--- config.mk ---
export PLATFORM = sky130hd
export DESIGN_NAME = fifo_uart_sender
export DESIGN_NICKNAME = d
export VERILOG_FILES = /design/src/rtl/osc_pkg.sv /design/src/rtl/uart_tx_byte.sv /design/src/rtl/fifo_uart_sender.sv
export SDC_FILE = /design/constraint.sdc
export NUM_CORES = 1
export LEC_CHECK = 0
export ABC_AREA = 0
export ABC_CLOCK_PERIOD_IN_PS = 2200
export CORE_MARGIN = 2
export CORE_UTILIZATION = 41
export CTS_CLUSTER_DIAMETER = 100
export DETAILED_ROUTE_END_ITERATION = 8
export GPL_ROUTABILITY_DRIVEN = 0
export HOLD_SLACK_MARGIN = 0.1
export SYNTH_ARGS = -nofsm -noshare
export SYNTH_HDL_FRONTEND = slang
export SYNTH_SLANG_ARGS = --single-unit
--- constraint.sdc ---
create_clock -name clk -period 2.2 [get_ports clk]
set_input_delay 0.33 -clock clk [delete_from_list [all_inputs] [get_ports clk]]
set_output_delay 0.33 -clock clk [all_outputs]
set_load 0.02 [all_outputs]
--- src/rtl/osc_pkg.sv ---
// Shared types and constants for the ADC capture FIFO reader / UART sender.
package osc_pkg;

   typedef enum logic [2:0] {
      IDLE,
      HDR,
      FETCH,
      LATCH,
      SEND,
      CSUM,
      DONE
   } state_t;

   localparam int UART_FRAME_BITS = 10;
   localparam logic [7:0] DEF_HDR_BYTE = 8'hA5;

endpackage

--- src/rtl/uart_tx_byte.sv ---
// 8N1 byte transmitter: baud down-counter with terminal-count compare plus a 10-bit shift register.
module uart_tx_byte
   import osc_pkg::*;
#(
   parameter int BIT_CYC = 217
) (
   input  logic       clk,
   input  logic       rst_n,
   input  logic       load,
   input  logic [7:0] data,
   output logic       tx,
   output logic       done,
   output logic       busy
);

   localparam int BAUD_W = $clog2(BIT_CYC + 1);
   localparam int BIT_W  = $clog2(UART_FRAME_BITS);

   logic [BAUD_W-1:0]          r_baud;
   logic [BIT_W-1:0]           r_bit;
   logic [UART_FRAME_BITS-1:0] r_shift;
   logic                       r_busy;
   logic                       w_bit_end;

   assign w_bit_end = (r_baud == '0);
   // done is combinational so the caller can react in the last stop-bit cycle
   assign done = r_busy && w_bit_end && (r_bit == BIT_W'(UART_FRAME_BITS - 1));
   assign tx   = r_busy ? r_shift[0] : 1'b1;
   assign busy = r_busy;

   always_ff @(posedge clk or negedge rst_n) begin
      if (!rst_n) begin
         r_baud  <= '0;
         r_bit   <= '0;
         r_shift <= '1;
         r_busy  <= 1'b0;
      end else if (load && !r_busy) begin
         r_shift <= {1'b1, data, 1'b0};
         r_baud  <= BAUD_W'(BIT_CYC - 1);
         r_bit   <= '0;
         r_busy  <= 1'b1;
      end else if (r_busy) begin
         if (w_bit_end) begin
            if (done) begin
               r_busy <= 1'b0;
            end else begin
               r_shift <= {1'b1, r_shift[UART_FRAME_BITS-1:1]};
               r_bit   <= r_bit + 1'b1;
               r_baud  <= BAUD_W'(BIT_CYC - 1);
            end
         end else begin
            r_baud <= r_baud - 1'b1;
         end
      end
   end

endmodule

--- src/rtl/fifo_uart_sender.sv ---
// Drains a full ADC capture FIFO as header + data bytes over 8N1 UART.
// Optional trailing checksum byte when FIFO_UART_SENDER_CHECKSUM_EN is defined.
//   state | meaning
//   IDLE  | wait for fifo_full & start_en
//   HDR   | header byte on the line
//   FETCH | read strobe, or end of frame if FIFO empty
//   LATCH | fifo_dout into transmitter
//   SEND  | data byte on the line
//   CSUM  | checksum byte on the line (checksum build only)
//   DONE  | frame_done pulse, back to IDLE
module fifo_uart_sender
   import osc_pkg::*;
#(
   parameter int         CLK_HZ    = 25_000_000,
   parameter int         BAUD      = 115200,
   parameter int         FRAME_LEN = 512,
   parameter logic [7:0] HDR_BYTE  = DEF_HDR_BYTE
) (
   input  logic       clk,
   input  logic       rst_n,
   input  logic       start_en,
   input  logic       fifo_full,
   input  logic       fifo_empty,
   input  logic [7:0] fifo_dout,
   output logic       fifo_rd_en,
   output logic       busy,
   output logic       frame_done,
   output logic       frame_short,
   output logic       uart_tx
);

   localparam int BIT_CYC = CLK_HZ / BAUD;
   localparam int CNT_W   = $clog2(FRAME_LEN + 1);
`ifdef FIFO_UART_SENDER_CHECKSUM_EN
   localparam state_t END_ST = CSUM;
`else
   localparam state_t END_ST = DONE;
`endif

   state_t           r_state, w_next;
   logic [CNT_W-1:0] r_cnt;
   logic             r_short;
   logic             w_load;
   logic [7:0]       w_tx_data;
   logic             w_tx_done;
   logic             w_tx_busy;
   logic             w_last;
`ifdef FIFO_UART_SENDER_CHECKSUM_EN
   logic [7:0]       r_sum;
`endif

   uart_tx_byte #(.BIT_CYC(BIT_CYC)) u_tx (
      .clk   (clk),
      .rst_n (rst_n),
      .load  (w_load),
      .data  (w_tx_data),
      .tx    (uart_tx),
      .done  (w_tx_done),
      .busy  (w_tx_busy)
   );

   assign w_last      = (r_cnt == CNT_W'(FRAME_LEN - 1));
   assign busy        = (r_state != IDLE);
   assign frame_done  = (r_state == DONE);
   assign frame_short = (r_state == DONE) && r_short;

   always_ff @(posedge clk or negedge rst_n) begin
      if (!rst_n) begin
         r_state <= IDLE;
         r_cnt   <= '0;
         r_short <= 1'b0;
      end else begin
         r_state <= w_next;
         if (r_state == DONE)
            r_cnt <= '0;
         else if (r_state == SEND && w_tx_done)
            r_cnt <= r_cnt + 1'b1;
         if (r_state == IDLE || r_state == DONE)
            r_short <= 1'b0;
         else if (r_state == FETCH && fifo_empty)
            r_short <= 1'b1;
      end
   end

`ifdef FIFO_UART_SENDER_CHECKSUM_EN
   always_ff @(posedge clk or negedge rst_n) begin
      if (!rst_n)
         r_sum <= '0;
      else if (r_state == IDLE)
         r_sum <= '0;
      else if (r_state == LATCH)
         r_sum <= r_sum + fifo_dout;
   end
`endif

   always_comb begin
      w_next     = r_state;
      w_load     = 1'b0;
      w_tx_data  = HDR_BYTE;
      fifo_rd_en = 1'b0;
      case (r_state)
         IDLE: begin
            if (fifo_full && start_en && !w_tx_busy) begin
               w_next = HDR;
               w_load = 1'b1;
            end
         end
         HDR: if (w_tx_done) w_next = FETCH;
         FETCH: begin
            if (fifo_empty) begin
               w_next = END_ST;
            end else begin
               fifo_rd_en = 1'b1;
               w_next     = LATCH;
            end
         end
         LATCH: begin
            w_load    = 1'b1;
            w_tx_data = fifo_dout;
            w_next    = SEND;
         end
         SEND: if (w_tx_done) w_next = w_last ? END_ST : FETCH;
         CSUM: begin
`ifdef FIFO_UART_SENDER_CHECKSUM_EN
            w_load    = !w_tx_busy;
            w_tx_data = r_sum;
            if (w_tx_done) w_next = DONE;
`else
            w_next = IDLE;
`endif
         end
         DONE:    w_next = IDLE;
         default: w_next = IDLE;
      endcase
   end

endmodule

# Word level (Yosys, flattened, before mapping)
# Index checks and enable logic that the tools add are counted.
dict set report word_totals {
  ff_bits 37
  in_bits 13
  output_inout_bits 5
}
dict set report op_classes {
  add_sub_neg 3
  eq_ne 12
  n_mux 32
  reduce_logical 20
}
# operator count
set ops {}
lappend ops {{$mux 10} 6}
lappend ops {{$mux 8} 5}
lappend ops {{$mux 4} 4}
lappend ops {{$mux 3} 5}
lappend ops {{$pmux 3 s5} 1}
lappend ops {{$add 10x1->10 const B} 1}
lappend ops {{$eq 10x9->1 const B} 1}
lappend ops {{$mux 1} 10}
lappend ops {{$logic_and 1x1->1} 8}
lappend ops {{$logic_not 8->1} 1}
lappend ops {{$reduce_bool 2->1} 4}
lappend ops {{$sub 8x1->8 const B} 1}
lappend ops {{$eq 3x2->1 const B} 2}
lappend ops {{$eq 3x3->1 const B} 2}
lappend ops {{$reduce_and 3->1} 2}
lappend ops {{$add 4x1->4 const B} 1}
lappend ops {{$eq 4x4->1 const B} 1}
lappend ops {{$ne 2x1->1 const B} 2}
lappend ops {{$ne 2x2->1 const B} 2}
lappend ops {{$eq 3x1->1 const B} 1}
lappend ops {{$logic_not 3->1} 1}
lappend ops {{$ne 3x3->1 const B} 1}
lappend ops {{$reduce_bool 3->1} 1}
lappend ops {{$pmux 1 s2} 1}
lappend ops {{3 further kinds} 3}

# Depth between registers and ports, before layout
dict set report depth {
  ltp_word 7
  depth_mapped 8
  depth_no_buf 6
}

# By module
# A second synthesis with hierarchy kept.
dict set report hier_totals {
  hier_cells 221
  area_unflattened_um2 2135.8
}
# mod instances cells_each area_each_um2
set by_module_without_submodules {}
lappend by_module_without_submodules {uart_tx_byte 1 113 1176.1}
lappend by_module_without_submodules {fifo_uart_sender 1 108 959.7}

# Worst setup path before layout
# Ideal clock, no wire load.
dict set report synth_timing {
  kind {register to register}
  start {reg u_tx.r_baud[0]}
  end {reg u_tx.r_shift[2]}
  setup_time_ns 0.083
  arrival_time_ns 1.893
  required_ns 2.117
  path_slack_ns 0.224
  stages_incl_launch_ff 8
  path_buffers 1
  period_less_slack_ns 1.976
  cell_sequence {dfrtp_1 -> inv_1 -> ha_1 -> or3b_2 -> clkbuf_1 -> o21ai_4 -> nand3_2 -> a221o_1}
}
dict set report synth_between {
  elab_chain_len 5
  word_cells_on_any_way 6
  classes_between {1 x eq/ne; 5 x reduce/logical}
}
# item line_no
set synth_rtl {}
lappend synth_rtl {{start, declared} uart_tx_byte.sv:19} ;# logic [BAUD_W-1:0] r_baud;
lappend synth_rtl {{start signal, assigned} uart_tx_byte.sv:39} ;# r_baud <= BAUD_W'(BIT_CYC - 1);
lappend synth_rtl {{start signal, assigned} uart_tx_byte.sv:49} ;# r_baud <= BAUD_W'(BIT_CYC - 1);
lappend synth_rtl {{start signal, assigned} uart_tx_byte.sv:52} ;# r_baud <= r_baud - 1'b1;
lappend synth_rtl {{$logic_not 8->1 *} uart_tx_byte.sv:25} ;# assign w_bit_end = (r_baud == '0);
lappend synth_rtl {{$logic_and 1x1->1 (2 in series)} uart_tx_byte.sv:27} ;# assign done = r_busy && w_bit_end && (r_bit == BIT_W'(UART_FRAME_BITS - 1));
lappend synth_rtl {{$ne 2x1->1 (no source line)} n/a}
lappend synth_rtl {{$reduce_and 3->1 (no source line) *} n/a}
lappend synth_rtl {{end signal, assigned} uart_tx_byte.sv:38} ;# r_shift <= {1'b1, data, 1'b0};
lappend synth_rtl {{end signal, assigned} uart_tx_byte.sv:47} ;# r_shift <= {1'b1, r_shift[UART_FRAME_BITS-1:1]};
lappend synth_rtl {{end, declared} uart_tx_byte.sv:21} ;# logic [UART_FRAME_BITS-1:0] r_shift;
# Mark *: on every way between the ends. The rest lies on a longest branch, timed or not.
# A chain may end at the register's enable or synchronous reset.

# Worst setup path after layout
dict set report layout_timing {
  start {reg r_state[2]}
  end {out busy}
}
dict set report layout_between {
  elab_chain_len 1
}
# item line_no
set layout_rtl {}
lappend layout_rtl {{start, declared} fifo_uart_sender.sv:40} ;# state_t r_state, w_next;
lappend layout_rtl {{start signal, assigned} fifo_uart_sender.sv:73} ;# r_state <= w_next;
lappend layout_rtl {{$reduce_bool 3->1} fifo_uart_sender.sv:63} ;# assign busy = (r_state != IDLE);
lappend layout_rtl {{end, declared} fifo_uart_sender.sv:26} ;# output logic busy,
# No other way between the ends.

==> impl_metrics.csv <==
group,metric,value,unit
status,status,"finished clean",
layout,fillers,434,
drt,drtAntennaViolNets,0,
layout,stdcell_count,282,
timing,slew_violations,0,
yosys,muxShareOfSynthArea,1.01,%
yosys,ys_async_sr_fraction,100,%
layout,area_growth,21.0,%
timing,fin_setup_tns,0,ns
yosys,ys.flop_type,"dfrtp_1",
floorplan,die_w,73.7,um
setup_path,r2r_end,"u_tx.r_shift[3]",
floorplan,num_io_pins,18,
global_routing,antenna_found_initial,0,
setup_path,r2r_start,"u_tx.r_baud[0]",
cts,cts_hold_buf,0,
min_path,holdCritPathClass,"input port to async pin",
timing,maxClockFrequency,496,MHz
yosys,synth_fp_nets,214,
global_routing,overflow,0,
yosys,yosys-top-cells-area,"dfrtp_1 34%, dfstp_2 12%, o31ai_1 3.4%",
yosys,synth_top_family_by_area,"simple AND/OR/NAND/NOR gates",
setup_path,crit_chain,"or3_1 -> clkdlybuf4s50_1",
cts,cts-root-buf,"clkbuf_8",
place,io_buffers,17,
drt,drtIter0Drc,119,
timing,final.setup_skew,0.00687,ns
floorplan,die_h,73.7,um
yosys,ys_seq_area_share,45.8,%
cts,cts_tree,"done",
layout,final_common_cell,"dfrtp_1",
yosys,synth_cells,196,
layout,drive_above_1_share,20.6,%
timing,setup_violations,0,
floorplan,placementRows,25,
setup_path,arrival,1.69,ns
setup_path,rr_worst_depth,7,
global_routing,grt_max_degree,37,
drt,firstDrtPassIters,4,
setup_path,r2r_setup_slack,0.20,ns
yosys,synth-xor-area-share,0.440,%
cts,htree_levels,2,
power,p_leak,0.965,nW
timing,finalCritPeriodShare,91.6,%
setup_path,cpPeakStageDelay,0.54,ns
timing,tightestPinTransition,0.455,ns
yosys,syn_area,1990,um2
timing,min_period,2.02,ns
power,ir_worst_vdd,0.223,mV
power,p_total,1.16,mW
setup_path,crit_slowest_cell,"clkdlybuf4s50_1",
drt,wl_per_cell,16.2,um
cts,cts_buffer_depth,2,
yosys,synth-seq-cells,36,
cts,path_clk_slew,0.07,ns
yosys,yosys_warnings,0,
drt,vias,1699,
setup_path,crit_start,"r_state[2]",
drt,post_drt_via_cell_ratio,6.02,
global_routing,grt_pass1_wl,7780,um
setup_path,crit_required,1.87,ns
power,powerDensity,482,nW/um2
setup_path,setup.worst_path.class,"flop to output pin",
yosys,yosysTopAreaCellShare,33.9,%
yosys,yosys.area_share.adder,3.14,%
cts,insertion_delay,0.28,ns
layout,final_nets,245,
place,dpl.cell_count,272,
floorplan,die_area,5430,um2
layout,diodes,0,
setup_path,critPathCaptureType,"output pin",
drt,drc,0,
place,hpwl,3410,um
global_routing,grt_pass1_vias,1644,
global_routing,grt.total_usage,18.7,%
job,drv_cap,0,
setup_path,crit_fanout,11,
yosys,synth_largest_area_cell,"dfrtp_1",
cts,cts_num_sinks,36,
setup_path,crit_path_end,"busy",
yosys,synth-compound-area-share,21.0,%
floorplan,initial_core_util,42.5,%
floorplan,core-area,4690,um2
yosys,yosys.area_share.simple,24.9,%
drt,wl,4580,um
layout,final_cell_mix,"26 x dfrtp_1, 15 x clkdlybuf4s50_1, 15 x buf_4",
setup_path,start_kind,"flop",
timing,hold_viol_final,0,
timing,rsz0062_at_grt,"no",
yosys,synth_cell_types,52,
yosys,syn_area_per_cell,10.2,um2
cts,cts_buffers,5,
yosys,synth-edff-count,0,
timing,max_slew_margin,69.7,%
worst min path at each step:
stage | start | to | slack (ns) | cells after the start
6_report | rst_n | r_short | 0.46 | 2
5_1_grt | rst_n | r_cnt[1] | 0.50 | 2
4_1_cts | rst_n | r_short | 0.48 | 2
3_5_place_dp | u_tx.r_shift[8] | u_tx.r_shift[8] | 0.50 | 1
3_3_place_gp | u_tx.r_bit[3] | u_tx.r_bit[3] | 0.49 | 1
2_1_floorplan | rst_n | r_cnt[0] | 0.03 | 0
metal layers:
metal / vias to the layer above / GRT usage [%] / routed length, um
met2: 48 / 27.9 / 2140
met4: 0 / 7.47 / 74
met5: - / 0 / 0
met3: 8 / 4.66 / 226
li1: 823 / - / -
met1: 820 / 26.1 / 2130
synth_stat cells (4+ instances only):
master	number
nand2b_1	4
clkbuf_1	4
nand2_1	9
o21ai_0	13
or4_1	8
o31ai_1	9
inv_1	9
a21oi_1	12
or3_1	6
and2_1	5
dfstp_2	9
dfrtp_1	27
ha_1	5
nand3_1	12
nor3_1	6
a221o_1	4
final cells by class:
type,count,area [um2],area share (%)
Timing Repair Buffer,32,288,11.9
Clock inverter,1,5.00,0.208
Multi-Input combinational cell,142,1020,42.4
Sequential cell,36,913,37.9
Clock buffer,7,76.3,3.17
Inverter,10,37.5,1.56
Tap cell,54,67.6,2.80
kinds of logic (layout without fill, tap and decap cells):
logic type,after synthesis,count (layout)
adders and majority gates,5,5
buffers and inverters,18,50
DFF,36,36
and+or+nand+nor,75,75
xor gates and xnor gates,1,1
AOI/OAI and AO/OA,59,59
muxes,2,2
power by group:
group | switching [mW] | total (mW) | internal, mW
Sequential | 0.00218 | 0.666 | 0.663
Clock | 0.227 | 0.449 | 0.222
Combinational | 0.0214 | 0.0482 | 0.0268
Total | 0.250 | 1.16 | 0.912
worst max-delay path, delay by kind of cell (launching register included):
kind	cells	cell delay (ns)
flops	1	0.47
simple gates	1	0.39
buf+inv	1	0.54
through the flow:
step / utilization (%) / setup slack (ns) / hold slack, ns / instance area (um2)
floorplan: - / 0.224 / 0.0344 / 1990
global placement: 48.8 / 0.107 / 0.491 / 2290
detailed placement: 48.8 / 0.0698 / 0.498 / 2290
CTS: 50.6 / 0.0437 / 0.478 / 2370
global route: 51.4 / 0.0768 / 0.500 / 2410
finish: 51.4 / 0.185 / 0.457 / 2410
timing repair:
action,CTS,global route
setup buffers,0,2
pin swaps,0,1
setup endpoints to repair,1,20
gates resized for setup,1,7
state kept, by name, indices dropped and copies added (netlist names):
| signal | cells |
|---|---|
| r_cnt | 10 |
| r_short | 1 |
| u_tx.r_bit | 4 |
| r_state | 3 |
| u_tx.r_baud | 8 |
| u_tx.busy | 1 |
| u_tx.r_shift | 9 |
(Power assumes the default switching activity.)
